--- src/rtl/mem_access_arbiter_pkg.sv ---
// Shared types and defaults for the memory access arbiter slice (package mem_arb_pkg).
package mem_arb_pkg;

  typedef enum logic [1:0] {
    INIT  = 2'd0,
    IDLE  = 2'd1,
    ISSUE = 2'd2,
    RWAIT = 2'd3
  } arb_state_e;

  // wr_count CSR is read-only, so parking on it has no side effects on the array.
  localparam logic [15:0] DEF_PARK_ADDR    = 16'h0018;
  localparam logic [15:0] DEF_CHIP_EN_ADDR = 16'h0020;

  function automatic int idx_w(input int n);
    return (n > 1) ? $clog2(n) : 1;
  endfunction

endpackage

--- src/rtl/mem_access_arbiter_rr.sv ---
// Combinational round-robin pick: the search starts one past the last winner.
module rr_arbiter #(
  parameter int NUM_REQ = 4,
  parameter int IDX_W   = 2
) (
  input  logic [NUM_REQ-1:0] req,
  input  logic [IDX_W-1:0]   last_gnt,
  output logic               any,
  output logic [NUM_REQ-1:0] gnt_oh,
  output logic [IDX_W-1:0]   gnt_idx
);

  int               cand;
  logic [IDX_W-1:0] ci;

  always_comb begin
    any     = 1'b0;
    gnt_oh  = '0;
    gnt_idx = '0;
    cand    = 0;
    ci      = '0;
    for (int k = 1; k <= NUM_REQ; k++) begin
      cand = int'(last_gnt) + k;
      if (cand >= NUM_REQ) cand = cand - NUM_REQ;
      ci = IDX_W'(cand);
      if (!any && req[ci]) begin
        any        = 1'b1;
        gnt_oh[ci] = 1'b1;
        gnt_idx    = ci;
      end
    end
  end

endmodule

--- src/rtl/mem_access_arbiter.sv ---
// Round-robin sequencer sharing one registered-read memory bus among NUM_REQ requesters.
// Define MEM_ARB_INIT_EN to issue the CHIP_EN bring-up write straight out of reset.
module mem_access_arbiter
  import mem_arb_pkg::*;
#(
  parameter int NUM_REQ    = 4,
  parameter int ADDR_WIDTH = 16,
  parameter int DATA_WIDTH = 32,
  parameter logic [ADDR_WIDTH-1:0] PARK_ADDR    = ADDR_WIDTH'(DEF_PARK_ADDR),
  parameter logic [ADDR_WIDTH-1:0] CHIP_EN_ADDR = ADDR_WIDTH'(DEF_CHIP_EN_ADDR)
) (
  input  logic                          clk,
  input  logic                          reset,
  input  logic [NUM_REQ-1:0]            req,
  input  logic [NUM_REQ-1:0]            req_wr,
  input  logic [NUM_REQ*ADDR_WIDTH-1:0] req_addr,
  input  logic [NUM_REQ*DATA_WIDTH-1:0] req_wdata,
  output logic [NUM_REQ-1:0]            gnt,
  output logic [NUM_REQ-1:0]            rvalid,
  output logic [DATA_WIDTH-1:0]         rdata,
  output logic                          busy,
  output logic                          mem_wr,
  output logic [ADDR_WIDTH-1:0]         mem_addr,
  output logic [DATA_WIDTH-1:0]         mem_wdata,
  input  logic [DATA_WIDTH-1:0]         mem_rdata
);

  localparam int IDX_W = idx_w(NUM_REQ);

`ifdef MEM_ARB_INIT_EN
  localparam arb_state_e RESET_STATE = INIT;
`else
  localparam arb_state_e RESET_STATE = IDLE;
`endif

  arb_state_e state_q, state_d;

  logic [IDX_W-1:0]      last_gnt_q, last_gnt_d;
  logic [NUM_REQ-1:0]    gnt_q, gnt_d;
  logic [NUM_REQ-1:0]    rvalid_q, rvalid_d;
  logic [DATA_WIDTH-1:0] rdata_q, rdata_d;
  logic                  mem_wr_q, mem_wr_d;
  logic [ADDR_WIDTH-1:0] mem_addr_q, mem_addr_d;
  logic [DATA_WIDTH-1:0] mem_wdata_q, mem_wdata_d;

  logic [NUM_REQ-1:0][ADDR_WIDTH-1:0] addr_v;
  logic [NUM_REQ-1:0][DATA_WIDTH-1:0] wdata_v;

  logic               pick_any;
  logic [NUM_REQ-1:0] pick_oh;
  logic [IDX_W-1:0]   pick_idx;

  assign addr_v  = req_addr;
  assign wdata_v = req_wdata;

  rr_arbiter #(
    .NUM_REQ (NUM_REQ),
    .IDX_W   (IDX_W)
  ) u_rr (
    .req      (req),
    .last_gnt (last_gnt_q),
    .any      (pick_any),
    .gnt_oh   (pick_oh),
    .gnt_idx  (pick_idx)
  );

  always_ff @(posedge clk or posedge reset) begin
    if (reset) begin
      state_q     <= RESET_STATE;
      last_gnt_q  <= IDX_W'(NUM_REQ - 1);
      gnt_q       <= '0;
      rvalid_q    <= '0;
      rdata_q     <= '0;
      mem_wr_q    <= 1'b0;
      mem_addr_q  <= PARK_ADDR;
      mem_wdata_q <= '0;
    end else begin
      state_q     <= state_d;
      last_gnt_q  <= last_gnt_d;
      gnt_q       <= gnt_d;
      rvalid_q    <= rvalid_d;
      rdata_q     <= rdata_d;
      mem_wr_q    <= mem_wr_d;
      mem_addr_q  <= mem_addr_d;
      mem_wdata_q <= mem_wdata_d;
    end
  end

  // The bring-up write reuses ISSUE so it parks the bus exactly like a granted write.
  always_comb begin
    state_d = state_q;
    case (state_q)
      INIT:    state_d = ISSUE;
      IDLE:    if (pick_any) state_d = ISSUE;
      ISSUE:   state_d = mem_wr_q ? IDLE : RWAIT;
      RWAIT:   state_d = IDLE;
      default: state_d = RESET_STATE;
    endcase
  end

  always_comb begin
    gnt_d       = '0;
    rvalid_d    = '0;
    rdata_d     = rdata_q;
    last_gnt_d  = last_gnt_q;
    mem_wr_d    = mem_wr_q;
    mem_addr_d  = mem_addr_q;
    mem_wdata_d = mem_wdata_q;
    case (state_q)
      INIT: begin
        mem_wr_d    = 1'b1;
        mem_addr_d  = CHIP_EN_ADDR;
        mem_wdata_d = DATA_WIDTH'(1);
      end
      IDLE: begin
        if (pick_any) begin
          gnt_d       = pick_oh;
          last_gnt_d  = pick_idx;
          mem_wr_d    = req_wr[pick_idx];
          mem_addr_d  = addr_v[pick_idx];
          mem_wdata_d = req_wr[pick_idx] ? wdata_v[pick_idx] : '0;
        end
      end
      ISSUE: begin
        mem_wr_d    = 1'b0;
        mem_addr_d  = PARK_ADDR;
        mem_wdata_d = '0;
      end
      RWAIT: begin
        // last_gnt still names the reader: nothing is granted while a read is in flight.
        rdata_d              = mem_rdata;
        rvalid_d[last_gnt_q] = 1'b1;
      end
      default: ;
    endcase
  end

  assign busy      = (state_q != IDLE);
  assign gnt       = gnt_q;
  assign rvalid    = rvalid_q;
  assign rdata     = rdata_q;
  assign mem_wr    = mem_wr_q;
  assign mem_addr  = mem_addr_q;
  assign mem_wdata = mem_wdata_q;

endmodule

--- config.mk ---
export PLATFORM = sky130hd
export DESIGN_NAME = mem_access_arbiter
export DESIGN_NICKNAME = d
export VERILOG_FILES = /design/src/rtl/mem_access_arbiter_pkg.sv /design/src/rtl/mem_access_arbiter_rr.sv /design/src/rtl/mem_access_arbiter.sv
export SDC_FILE = /design/constraint.sdc
export NUM_CORES = 1
export LEC_CHECK = 0
export CORE_AREA = 2 2 126 128
export DETAILED_ROUTE_END_ITERATION = 8
export DIE_AREA = 0 0 128 130
export GPL_ROUTABILITY_DRIVEN = 0
export PLACE_DENSITY = 0.76
export SYNTH_ARGS = -nofsm -noshare
export SYNTH_HDL_FRONTEND = slang
export SYNTH_SLANG_ARGS = --single-unit
--- constraint.sdc ---
create_clock -name clk -period 4.5 [get_ports clk]
set_clock_uncertainty 0.15 [all_clocks]
set_input_delay 0.45 -clock clk [delete_from_list [all_inputs] [get_ports clk]]
set_output_delay 0.45 -clock clk [all_outputs]
set_load 0.05 [all_outputs]
==> metrics <==
status complete, no violations; final hold vios 0; CTS clk-pin slew, worst paths 0.07 ns; area occupied by registers 2333 µm²; buffer count from post-CTS setup fixing 0; YS warnings 0; dpl cells 1090; Detailed Route WL a little under 20000 µm; period utilization 0.8374; core area roughly 15000 µm²; drt pass-1 iters 4; kind of critical path reg -> reg; mux share of post-synthesis cell area 0.1023; antenna-violating nets left 0; Synth Area in Compound Gates 0.1383; final worst setup slack 0.7317 ns; top cell type's share of synthesized area 0.3991; Netlist Area Pre-Place around 5500 µm²; Synth cell types between 50 and 60; die height around 130 µm; CTS sink cnt 93; Multi-input gate area 2910 µm²; starting density of the core 0.3577; total power 7.733 mW; CTS Hold Bufs 0; Clock Latency Late Sink 0.35 ns; Post-Synth Adder-Cell Area 0.02721; Avg Inst Size Synth 9.001 µm²; area share of and/or/nand/nor cells after synthesis 0.2544; worst slew pin tran a little over 1 ns; synth top area cells dfrtp_1 (40%), nand2_1 (12%), nand3_1 (8.5%), a32o_1 (8.0%), mux2_2 (7.1%); initial antenna violation count 0; Crit. End Element flip-flop; most frequent cells after synthesis nand2_1 (181), nand3_1 (94), dfrtp_1 (88), a32o_1 (44), mux2_2 (35); sequential-to-total area share from yosys stat 0.4229; vias per cell between 5 and 6; die area about 17000 µm²; Synth area leader dfrtp_1; Nets between 1000 and 1500; post-route setup TNS 0 ns; grt ovf 0; non-filler cells, final between 1000 and 1500; Rows 46; f_max 0.2654 GHz; unrepaired setup endpoints after global routing false; IO Pins 324; Layout Cell Area excl Fill 9181 µm²; CP Data Required Time 4.63 ns; IO buf count 323; Cells after Synth 613; Post-Synth XOR/XNOR Area 0.001587; Root Buffer clkbuf_16; Slew headroom 0.3297; wire length per cell 17.62 µm; post-layout min period 3.768 ns; initial DRC count 299; met1 Track Usage GR 0.2717; layout cell share with drive strength beyond 1 0.09628; Yosys reg bits 93; # H-tree levels 3; Critical Path AT just under 4 ns; Post-synth ARST share 1.000; Max Slew Vio Count 0; busiest layer in global routing met2; Max VDD drop 462.2 µV; post-CTS resize count 0; Setup WS pre-CTS 0.7496 ns; CTS tree done; Die W 128 µm; Worst setup SP type flip-flop; leakage power 3.848 nW; number of global-route vias before repair about 5700; post-DP HPWL 14730 µm; TritonCTS buffer count 9; largest family of logic cells by synthesized area simple AND/OR/NAND/NOR gates; Syn Nets 859; Post-DP Area 8874 µm²; first-pass GRT wire length 29630 µm; all-layer global routing usage 0.2306; Residual DRC 0; Power Dens Cells about 840 nW/µm²; EDFF count, synth 0; MaxCap Viol Count 0; Min-Delay Path Class reg -> reg; Fill cells 1349; Ant. Diodes 0; largest net degree at the start of global routing 82; met2 usage 0.3935; GR Layer Usage met3 0.08077; Area Growth Syn to Fin 66.39%; endpoints failing setup 0; CTS Buffer Depth 2; most numerous cell in the Yosys netlist nand2_1; predominant post-synthesis flop cell dfrtp_1; via count 5805; crit-path max FO 30
==> stage by stage <==
stage,util,hold slack (ns)
floorplan,-,0.3586
global placement,0.5753,0.3225
detailed placement,0.5753,0.3307
CTS,0.5952,0.3455
global route,0.5952,0.3581
finish,0.5952,0.3401
==> registers in the layout (all words and copies together) (netlist names) <==
signal      cells
mem_wr          1
mem_wdata      32
gnt             4
rdata          32
state_q         2
last_gnt_q      2
mem_addr       16
rvalid          4
==> layer usage <==
metal / share of wire / vias to the layer above
met5: 0 / -
met4: 0.025 / 0
met3: 0.097 / 37
met2: 0.49 / 277
met1: 0.38 / 2718
li1: - / 2773
==> worst max-delay path, stage by stage, from the launching register on <==
cell	delay, ns
dfstp_2	0.65
inv_1	0.16
ha_1	0.52
mux4_2	0.63
nor2b_4	0.17
o2111ai_4	0.17
a221o_1	0.35
o221ai_2	0.23
and2_4	0.42
a32o_1	0.24
==> cells by family (layout without fill, tap and decap cells) <==
logic type	after synthesis	after routing
DFF	93	93
muxes	47	47
AOI/OAI and AO/OA	87	87
adders and majority gates	12	12
buffers and inverters	57	358
xor gates and xnor gates	1	1
and+or+nand+nor	316	316
==> final timing paths <==
path | slack, ns | cells past startpoint | from | end
max in group asynchronous | 2.80 | 3 | reset | mem_addr[4]$_DFFE_PP1P_
worst min register to register | 0.34 | 1 | mem_wdata[2]$_DFFE_PP0P_ | mem_wdata[2]$_DFFE_PP0P_
worst min-delay path | 0.34 | 1 | mem_wdata[2]$_DFFE_PP0P_ | mem_wdata[2]$_DFFE_PP0P_
worst max-delay path | 0.73 | 9 | last_gnt_q[1]$_DFFE_PP1P_ | mem_wdata[13]$_DFFE_PP0P_
min in group asynchronous | 0.55 | 2 | reset | rdata[18]$_DFFE_PP0N_
worst max register to register | 0.73 | 9 | last_gnt_q[1]$_DFFE_PP1P_ | mem_wdata[13]$_DFFE_PP0P_
==> layout by cell type (no fill, tap or decap), types with 9 or more instances in the layout <==
master / count
nand3_1: 94
nand2_1: 179
buf_4: 9
nor2_1: 18
dfrtp_1: 88
clkbuf_16: 9
mux2_2: 35
a32o_1: 44
clkdlybuf4s50_1: 323
ha_1: 12
==> layout make-up <==
class,instances,share of cell area
Clock buffer,10,0.02603
Tap cell,192,0.02617
Multi-Input combinational cell,463,0.3170
Clock inverter,6,0.007495
Timing Repair Buffer,335,0.3660
Inverter,7,0.003134
Sequential cell,93,0.2542
==> power by group <==
group / internal (mW) / switching, mW
registers: 1.20 / 0.189
logic: 1.99 / 3.56
clock network: 0.451 / 0.344
total: 3.64 / 4.09
No activity file was read; power rests on OpenSTA's default activity.
